--- config.mk ---
export PLATFORM = sky130hd
export DESIGN_NAME = apx_float_error_monitor_flat
export DESIGN_NICKNAME = d
export VERILOG_FILES = /design/src/rtl/apx_float_error_monitor_if.sv /design/src/rtl/apx_float_error_monitor.sv /design/src/flat_wrapper.sv
export SDC_FILE = /design/constraint.sdc
export NUM_CORES = 1
export LEC_CHECK = 0
export ABC_AREA = 1
export CAP_MARGIN = 20
export CELL_PAD_IN_SITES_DETAIL_PLACEMENT = 0
export CELL_PAD_IN_SITES_GLOBAL_PLACEMENT = 1
export CORE_MARGIN = 5
export CORE_UTILIZATION = 46
export DETAILED_ROUTE_END_ITERATION = 10
export PLACE_DENSITY_LB_ADDON = 0.05
export SLEW_MARGIN = 20
export SYNTH_ARGS = -nofsm -noshare
export SYNTH_HDL_FRONTEND = slang
export SYNTH_SLANG_ARGS = --single-unit
--- constraint.sdc ---
create_clock -name clk -period 8.9 [get_ports clk]
set_clock_uncertainty 0.05 [all_clocks]
set_input_delay 1.78 -clock clk [delete_from_list [all_inputs] [get_ports clk]]
set_output_delay 1.78 -clock clk [all_outputs]
set_load 0.1 [all_outputs]
--- src/rtl/apx_float_error_monitor_if.sv ---
// apx_float_error_monitor_if: pair-input and result-output streams of the float error monitor
interface apx_float_error_monitor_if;
    logic [31:0] input_acc;
    logic [31:0] input_apx;
    logic        input_stb;
    logic        input_ack;
    logic [31:0] output_err;
    logic        output_mismatch;
    logic        output_stb;
    logic        output_ack;
    modport master (
        output input_acc, input_apx, input_stb, output_ack,
        input  input_ack, output_err, output_mismatch, output_stb
    );
    modport slave (
        input  input_acc, input_apx, input_stb, output_ack,
        output input_ack, output_err, output_mismatch, output_stb
    );
endinterface

--- src/rtl/apx_float_error_monitor.sv ---
// apx_float_error_monitor: ULP-distance checker between accurate and approximate float results with saturating statistics
module apx_float_error_monitor #(
    parameter int unsigned CNT_W = 16,
    parameter int unsigned SUM_W = 40,
    parameter logic [31:0] TOL   = 32'd0
) (
    input  logic                 clk,
    input  logic                 rst,
    input  logic                 clear,
    apx_float_error_monitor_if.slave bus,
    output logic [CNT_W-1:0]     sample_count,
    output logic [CNT_W-1:0]     mismatch_count,
    output logic [31:0]          max_err,
    output logic [SUM_W-1:0]     sum_err
);
    typedef enum logic [1:0] {GET, ORD, DIFF, PUT} state_t;
    state_t             r_state;
    logic [31:0]        r_acc, r_apx, r_key_acc, r_key_apx, r_err;
    logic               r_nan_acc, r_nan_apx, r_mm, r_input_ack, r_output_stb;
    logic [CNT_W-1:0]   r_sc, r_mc;
    logic [31:0]        r_max;
    logic [SUM_W-1:0]   r_sum;
    logic [31:0]        w_key_acc, w_key_apx, w_diff, w_err;
    logic               w_nan_acc, w_nan_apx, w_mm;
    logic [SUM_W:0]     w_sum;

    // Sign-magnitude floats become monotonic unsigned keys; both zeros land on 8000_0000
    assign w_key_acc = r_acc[31] ? 32'h8000_0000 - {1'b0, r_acc[30:0]} : 32'h8000_0000 + {1'b0, r_acc[30:0]};
    assign w_key_apx = r_apx[31] ? 32'h8000_0000 - {1'b0, r_apx[30:0]} : 32'h8000_0000 + {1'b0, r_apx[30:0]};
    assign w_nan_acc = (&r_acc[30:23]) && (|r_acc[22:0]);
    assign w_nan_apx = (&r_apx[30:23]) && (|r_apx[22:0]);

    // Two NaNs agree, a lone NaN is maximally wrong, otherwise absolute key distance
    assign w_diff = (r_key_acc >= r_key_apx) ? r_key_acc - r_key_apx : r_key_apx - r_key_acc;
    assign w_err  = (r_nan_acc && r_nan_apx) ? 32'd0 : (r_nan_acc ^ r_nan_apx) ? 32'hFFFF_FFFF : w_diff;
    assign w_mm   = w_err > TOL;
    assign w_sum  = {1'b0, r_sum} + (SUM_W+1)'(w_err);

    assign bus.input_ack       = r_input_ack;
    assign bus.output_stb      = r_output_stb;
    assign bus.output_err      = r_err;
    assign bus.output_mismatch = r_mm;
    assign sample_count        = r_sc;
    assign mismatch_count      = r_mc;
    assign max_err             = r_max;
    assign sum_err             = r_sum;

    // Handshake FSM: capture pair, order-map, diff, present result until consumed
    always_ff @(posedge clk or negedge rst) begin
        if (!rst) begin
            r_state      <= GET;
            r_input_ack  <= 1'b0;
            r_output_stb <= 1'b0;
            r_acc        <= '0;
            r_apx        <= '0;
            r_key_acc    <= '0;
            r_key_apx    <= '0;
            r_nan_acc    <= 1'b0;
            r_nan_apx    <= 1'b0;
            r_err        <= '0;
            r_mm         <= 1'b0;
        end else begin
            case (r_state)
                GET: begin
                    if (!r_input_ack) begin
                        r_input_ack <= 1'b1;
                    end else if (bus.input_stb) begin
                        r_acc       <= bus.input_acc;
                        r_apx       <= bus.input_apx;
                        r_input_ack <= 1'b0;
                        r_state     <= ORD;
                    end
                end
                ORD: begin
                    r_key_acc <= w_key_acc;
                    r_key_apx <= w_key_apx;
                    r_nan_acc <= w_nan_acc;
                    r_nan_apx <= w_nan_apx;
                    r_state   <= DIFF;
                end
                DIFF: begin
                    r_err        <= w_err;
                    r_mm         <= w_mm;
                    r_output_stb <= 1'b1;
                    r_state      <= PUT;
                end
                PUT: begin
                    if (bus.output_ack) begin
                        r_output_stb <= 1'b0;
                        r_input_ack  <= 1'b1;
                        r_state      <= GET;
                    end
                end
            endcase
        end
    end

    // Saturating statistics; clear wins over the DIFF update on the same edge
    always_ff @(posedge clk or negedge rst) begin
        if (!rst) begin
            r_sc  <= '0;
            r_mc  <= '0;
            r_max <= '0;
            r_sum <= '0;
        end else if (clear) begin
            r_sc  <= '0;
            r_mc  <= '0;
            r_max <= '0;
            r_sum <= '0;
        end else if (r_state == DIFF) begin
            r_sc  <= (&r_sc) ? r_sc : r_sc + 1'b1;
            r_mc  <= (w_mm && !(&r_mc)) ? r_mc + 1'b1 : r_mc;
            r_max <= (w_err > r_max) ? w_err : r_max;
            r_sum <= w_sum[SUM_W] ? '1 : w_sum[SUM_W-1:0];
        end
    end
endmodule

--- src/flat_wrapper.sv ---
// flat-port wrapper written by rule: the top's interface ports become plain ports
module apx_float_error_monitor_flat 
#(
    parameter int unsigned CNT_W = 16,
    parameter int unsigned SUM_W = 40,
    parameter logic [31:0] TOL   = 32'd0
)
  (clk, rst, clear, sample_count, mismatch_count, max_err, sum_err, bus_input_acc, bus_input_apx, bus_input_stb, bus_output_ack, bus_input_ack, bus_output_err, bus_output_mismatch, bus_output_stb);
  apx_float_error_monitor_if bus_i ();
  input  logic clk;
  input  logic rst;
  input  logic clear;
  output logic [CNT_W-1:0] sample_count;
  output logic [CNT_W-1:0] mismatch_count;
  output logic [31:0] max_err;
  output logic [SUM_W-1:0] sum_err;
  input wire logic [$bits(bus_i.input_acc)-1:0] bus_input_acc;
  input wire logic [$bits(bus_i.input_apx)-1:0] bus_input_apx;
  input wire logic [$bits(bus_i.input_stb)-1:0] bus_input_stb;
  input wire logic [$bits(bus_i.output_ack)-1:0] bus_output_ack;
  output wire logic [$bits(bus_i.input_ack)-1:0] bus_input_ack;
  output wire logic [$bits(bus_i.output_err)-1:0] bus_output_err;
  output wire logic [$bits(bus_i.output_mismatch)-1:0] bus_output_mismatch;
  output wire logic [$bits(bus_i.output_stb)-1:0] bus_output_stb;
  assign bus_i.input_acc = bus_input_acc;
  assign bus_i.input_apx = bus_input_apx;
  assign bus_i.input_stb = bus_input_stb;
  assign bus_i.output_ack = bus_output_ack;
  assign bus_input_ack = bus_i.input_ack;
  assign bus_output_err = bus_i.output_err;
  assign bus_output_mismatch = bus_i.output_mismatch;
  assign bus_output_stb = bus_i.output_stb;
  apx_float_error_monitor #(.CNT_W(CNT_W), .SUM_W(SUM_W), .TOL(TOL)) u_core (.clk(clk), .rst(rst), .clear(clear), .bus(bus_i), .sample_count(sample_count), .mismatch_count(mismatch_count), .max_err(max_err), .sum_err(sum_err));
endmodule
## Word level (Yosys, flattened, before mapping)

Cells that the tools add are included.

| cells by class | value |
|---|---|
| order comparisons | 3 |
| reductions and logical operators | 24 |
| eq/ne operators | 7 |
| bitwise logic cells | 1 |
| $add $sub $neg | 9 |
| muxes and demuxes | 27 |

Operators with widths:

| operator | number |
|---|---|
| two-way mux 32 bit | 8 |
| two-way mux 40 bit | 3 |
| two-way mux 16 bit | 6 |
| adder 32 x 31 -> 32 bit, first input constant | 2 |
| subtractor 32 x 31 -> 32 bit, first input constant | 2 |
| subtractor 32 bit | 2 |
| OR reduction 23 bit | 2 |
| adder 40 x 32 -> 41 bit | 1 |
| adder 16 x 1 -> 16 bit, second input constant | 2 |
| greater-or-equal comparator 32 bit | 1 |
| > comparator 32 x 1 -> 1 bit, second input constant | 1 |
| > comparator 32 bit | 1 |
| AND reduction 16 bit | 2 |
| AND reduction 8 bit | 2 |
| AND reduction 2 bit | 5 |
| nonzero test 2 bit | 5 |
| one-hot mux 2 bit (4 select lines) | 1 |
| two-way mux 2 bit | 3 |
| inequality test 2 bit, second input constant | 3 |
| AND reduction 3 bit | 2 |
| == test 2 bit, second input constant | 2 |
| logical AND 1 bit | 4 |
| two-way mux 1 bit | 4 |
| one-hot mux 1 bit (2 select lines) | 2 |
| other kinds (5) | 5 |

| word-level totals | value |
|---|---|
| bits in registers | 271 |
| input port bits | 69 |
| logic and storage cells | 86 |
| output and inout bits | 139 |

## Logic depth before layout (Yosys ltp)

| logic depth | value |
|---|---|
| depth in word-level cells | 9 |
| mapped depth | 38 |
| mapped depth without buffers | 36 |

## Worst setup path before layout

OpenSTA, ideal clock, no wires.

| timing | value |
|---|---|
| kind | flip-flop to flip-flop |
| from | register u_core.r_key_apx[0] |
| to | register u_core.r_sum[33] (netlist: u_core.sum_err[33]) |
| setup slack | 4585 ps |
| data required time | 8721 ps |
| cell stages (with the launch flop) | 35 |
| path buffers | 1 |
| period minus slack after synthesis | 4315 ps |
| arrival | 4136 ps |
| cells stage by stage | dfrtp_1 -> ha_1 -> fa_1 -> inv_1 -> nand3_1 -> nand2_2 -> nand2_1 -> nand2_2 -> nand2_2 -> nand3_4 -> nand2_4 -> nand3_1 -> nand3_1 -> nand2_1 -> inv_1 -> fa_1 -> nand2_1 -> a31oi_1 -> nand2_1 -> nand2_1 -> nand2_1 -> nand2_1 -> nand2_1 -> nand2_1 -> nand2_1 -> nand2_1 -> a21oi_1 -> inv_1 -> nand2_1 -> nand2_1 -> nand2_1 -> buf_2 -> nand2_1 -> o21ai_0 -> o21ai_0 |

| between the ends | value |
|---|---|
| word-level cells in the longest chain between the ends | 8 |

Ends and longest elaborated chain:

| element | RTL line | text |
|---|---|---|
| start: declaration | apx_float_error_monitor.sv:18 | `logic [31:0] r_acc, r_apx, r_key_acc, r_key_apx, r_err;` |
| start signal: assignment | apx_float_error_monitor.sv:76 | `r_key_apx <= w_key_apx;` |
| subtractor 32 bit or greater-or-equal comparator 32 bit (tied branches) | apx_float_error_monitor.sv:34 | `assign w_diff = (r_key_acc >= r_key_apx) ? r_key_acc - r_key_apx : r_key_apx - r_key_acc;` |
| two-way mux 32 bit * | apx_float_error_monitor.sv:34 |  |
| two-way mux 32 bit * (2 in series) | apx_float_error_monitor.sv:35 | `assign w_err = (r_nan_acc && r_nan_apx) ? 32'd0 : (r_nan_acc ^ r_nan_apx) ? 32'hFFFF_FFFF : w_diff;` |
| via u_core.w_err[1] | apx_float_error_monitor.sv:23 | `logic [31:0] w_key_acc, w_key_apx, w_diff, w_err;` |
| adder 40 x 32 -> 41 bit * | apx_float_error_monitor.sv:37 | `assign w_sum = {1'b0, r_sum} + (SUM_W+1)'(w_err);` |
| two-way mux 40 bit * | apx_float_error_monitor.sv:114 | `r_sum <= w_sum[SUM_W] ? '1 : w_sum[SUM_W-1:0];` |
| two-way mux 40 bit * | apx_float_error_monitor.sv:110 | `end else if (r_state == DIFF) begin` |
| two-way mux 40 bit * | apx_float_error_monitor.sv:105 | `end else if (clear) begin` |
| end signal: assignment | apx_float_error_monitor.sv:114 |  |
| end: declaration | apx_float_error_monitor.sv:22 | `logic [SUM_W-1:0] r_sum;` |

Mark *: on every way through the listed nets, which the timed path passes. The rest lies on a longest branch. The select of a mux whose other input is x is not followed.
A chain may end at the register's enable or synchronous reset.

## Final worst setup path

| timing | value |
|---|---|
| from | register u_core.r_key_apx[19] |
| to | register u_core.r_sum[3] (netlist: u_core.sum_err[3]) |

| between the ends | value |
|---|---|
| word-level cells in the longest chain between the ends | 8 |

Ends and longest elaborated chain:

| element | RTL line |
|---|---|
| greater-or-equal comparator 32 bit | apx_float_error_monitor.sv:34 |
| two-way mux 32 bit | apx_float_error_monitor.sv:34 |
| two-way mux 32 bit (2 in series) | apx_float_error_monitor.sv:35 |
| via u_core.w_err[1] | apx_float_error_monitor.sv:23 |
| adder 40 x 32 -> 41 bit | apx_float_error_monitor.sv:37 |
| two-way mux 40 bit | apx_float_error_monitor.sv:114 |
| two-way mux 40 bit | apx_float_error_monitor.sv:110 |
| two-way mux 40 bit | apx_float_error_monitor.sv:105 |

The timed path passes the listed nets, and every way through them passes these cells. The select of a mux whose other input is x is not followed.

==> key figures <==
Outcome
  – Status: complete, no violations

Clocking
  – CTS Root Cell: clkbuf_16
  – CTS Sinks: 271
  – Worst-Skew Late Latency: 0.55 ns
  – CTS resizes: 0
  – Cts hold-fix bufs: 0
  – Cts bufs inserted: 35
  – CTS max path bufs: 3
  – Post-CTS Setup Repair Bufs: 0
  – H-tree Lvls: 2
  – Worst-path clk slew: 0.05 ns
  – CTS tree: built

Detailed routing
  – Drt drc: 0
  – First-pass detailed-route iteration total: 6
  – Met3 WL: 3829 um
  – DR vias: 19630
  – M1 WL: 33230 um
  – Starting DRC count in detailed routing: 1719
  – Met2 wire len: 29080 um
  – Vias per Instance: 5.327
  – Top Metal Used: met4
  – Routed len/inst: 18.37 um
  – Final ANT Viol Nets: 0
  – Final wirelength: 67730 um

Global route
  – Vias in the first global route: 19070
  – Antenna violations before repair: 2
  – Grt ovf: 0
  – Total global-route track usage: 26.77%
  – First-pass GRT wire length: 107200 um
  – Largest net degree at the start of global routing: 85

Setup path
  – Endpoint class of the critical path: flip-flop
  – Worst EP required: 9.28 ns
  – Crit path arrival time: 6.42 ns
  – Reg2reg end: u_core.sum_err[3]
  – Crit-path leading delay family: simple AND/OR/NAND/NOR gates
  – Reg2Reg Depth: 35
  – Most used cell, CP: nand2_1
  – CP max-delay cell: fa_1
  – Reg-to-reg slack, setup: 2.86 ns
  – Max stage delay on crit path: 0.48 ns
  – Crit start category: flip-flop
  – Crit Path Class: flip-flop to flip-flop
  – Crit path buffers/inverters: 6
  – Reg-to-reg critical path startpoint: u_core.r_key_apx[19]
  – Crit-path max FO: 31

Hold path
  – Hold_sp: u_core.bus.output_err[8]
  – Endpoint of the worst hold path: u_core.bus.output_err[8]
  – Hold Path Class: flip-flop to flip-flop
  – Worst hold stages: 2

Timing
  – Setup_tns: 0 ns
  – RSZ-0062 raised after global routing: no
  – Max-slew headroom: 27.41%
  – Max-slew violations: 0
  – Worst Tran Pin Value: 1.077 ns
  – Hold WS: 0.4291 ns
  – Final period utilization: 67.85%
  – Maximum clock rate: 165.6 MHz
  – Final setup fails: 0
  – Final-report hold violation count: 0
  – Tmin final: 6.039 ns

Synthesis
  – Multiplexer share of the synthesized area: 2.390%
  – Cells after synthesis: 2901
  – Sequential cell area fraction in the yosys report: 32.72%
  – Compound-Gate Fraction of Synth Area: 12.50%
  – Count leader, synth: nand2_1
  – Synthesized cell area: 20730 um^2
  – Post-synth EDFFs: 0
  – Syn Area/Cell: 7.145 um^2
  – Post-synth top cells: nand2_1 (780), inv_1 (434), dfrtp_1 (271), nand3_1 (188), nor2_1 (185)
  – Largest family of logic cells by synthesized area: simple AND/OR/NAND/NOR gates
  – Post-synth top area share: 32.72%
  – Synth top area cells: dfrtp_1 (33%), nand2_1 (14%), ha_1 (8.2%), inv_1 (7.9%), nand3_1 (4.5%)
  – Dominant cell type by area after synthesis: dfrtp_1
  – Asr flop ratio synth: 100.0%
  – Cell variety after synth: 63
  – Syn nets: 3109
  – Synth Flop Type: dfrtp_1
  – Syn. warnings: 0
  – XOR/XNOR Fraction of Synth Area: 4.437%
  – Synthesized-area fraction occupied by adder cells: 8.499%
  – FF+latch count, synth: 271
  – Synth Area in Simple Gates: 28.81%

Cells and area
  – Final core utilization: 54.67%
  – Share of layout cells above drive strength 1: 7.983%
  – Fillers: 4402
  – Net count, final: 3277
  – Diodes inserted: 0
  – Area growth from synthesis to layout: 17.14%

Die
  – Starting Density: 46.67%
  – Die Ht: 222.3 um
  – I/O pin count: 208
  – Core box area: 44410 um^2
  – Die area: 49400 um^2
  – Die Wd: 222.3 um
  – Site Rows: 77

Run
  – Maxcap violations: 0

Placement
  – PortBufs: 207
  – Hpwl dp: 53810 um
  – Gp weighted congestion: 0.9556
## logic make-up (layout without fill, tap and decap cells)
kind of cell	count (synthesis)	in the layout
flip-flops	271	271
buffers and inverters	540	733
multiplexers	44	44
adder cells (fa/ha/maj)	139	139
XOR/XNOR	105	105
AND/OR/NAND/NOR	1348	1348
AO/OA/AOI/OAI	454	454
## placed cells by master (no fill, tap or decap), types with 7 or more instances in the layout
master and n:
o21ai_0 162, buf_4 13, nand4_1 39, a21o_1 7
clkdlybuf4s50_1 206, nor2_1 183, o21a_1 9, o21ai_1 8
a21oi_1 157, xnor2_1 30, clkinv_2 10, o22ai_1 34
nand2_4 8, clkbuf_16 35, nand3_2 17, o31ai_1 7
a31oi_1 18, ha_1 136, nand3_1 187, a22o_1 24
xor2_1 75, inv_2 18, mux2_2 44, dfrtp_1 271
nand2_2 55, nand2_1 779, nor3_1 31, inv_1 432
or2_2 8
## worst register-to-register path, delay by kind of cell (launching register included)
kind / cells / cell delay [ns]
fa+ha+maj: 2 / 0.93
flops: 1 / 0.36
buf+inv: 6 / 0.72
compound gates: 4 / 0.75
simple gates: 23 / 3.12
## through the flow
step                      cell area (um^2)  worst slack, ns  instances
after floorplan                      20730            4.585       2901
after global placement               23150            3.034       3623
after detailed placement             23150            2.901       3623
after CTS                            24250            2.898       3685
after global routing                 24280            2.230       3686
final                                24280            2.861       3686
## flip-flops by register name, summed over array words and instances, names as in the netlist
register / cells
u_core.sum_err: 40
u_core.bus.output_err: 32
u_core.max_err: 32
u_core.r_acc: 32
u_core.r_apx: 32
u_core.r_key_acc: 32
u_core.r_key_apx: 32
u_core.mismatch_count: 16
u_core.sample_count: 16
u_core.r_state: 2
u_core.bus.input_ack: 1
u_core.bus.output_mismatch: 1
u_core.bus.output_stb: 1
u_core.r_nan_acc: 1
u_core.r_nan_apx: 1
## area by class of cell
cell class	instances	area [um^2]	area share, %
Inverter	450	1689	6.957
Sequential cell	271	6782	27.93
Multi-Input combinational cell	2090	11770	48.47
Clock buffer	47	980.9	4.040
Timing Repair Buffer	221	2195	9.038
Tap cell	592	740.7	3.051
Clock inverter	15	125.1	0.5153
## metal layers
metal	global-route usage, %	vias up
li1	-	9675
met1	40.16	9276
met2	40.67	598
met3	3.735	85
met4	7.059	0
met5	0	-
## worst max-delay path by stage
| stage | from | endpoint | cells past startpoint |
|---|---|---|---|
| 2_1_floorplan | u_core.r_key_apx[0] | u_core.sum_err[33] | 34 |
| 3_3_place_gp | u_core.r_key_apx[19] | u_core.sum_err[3] | 35 |
| 3_5_place_dp | u_core.r_key_apx[19] | u_core.sum_err[3] | 35 |
| 4_1_cts | u_core.r_key_apx[19] | u_core.sum_err[3] | 35 |
| 5_1_grt | u_core.r_key_apx[21] | u_core.sum_err[3] | 35 |
| 6_report | u_core.r_key_apx[19] | u_core.sum_err[3] | 35 |
Power is left out: the tool's default activity adds up to more than one toggle a clock period on the data nets, which glitch-free logic cannot reach.
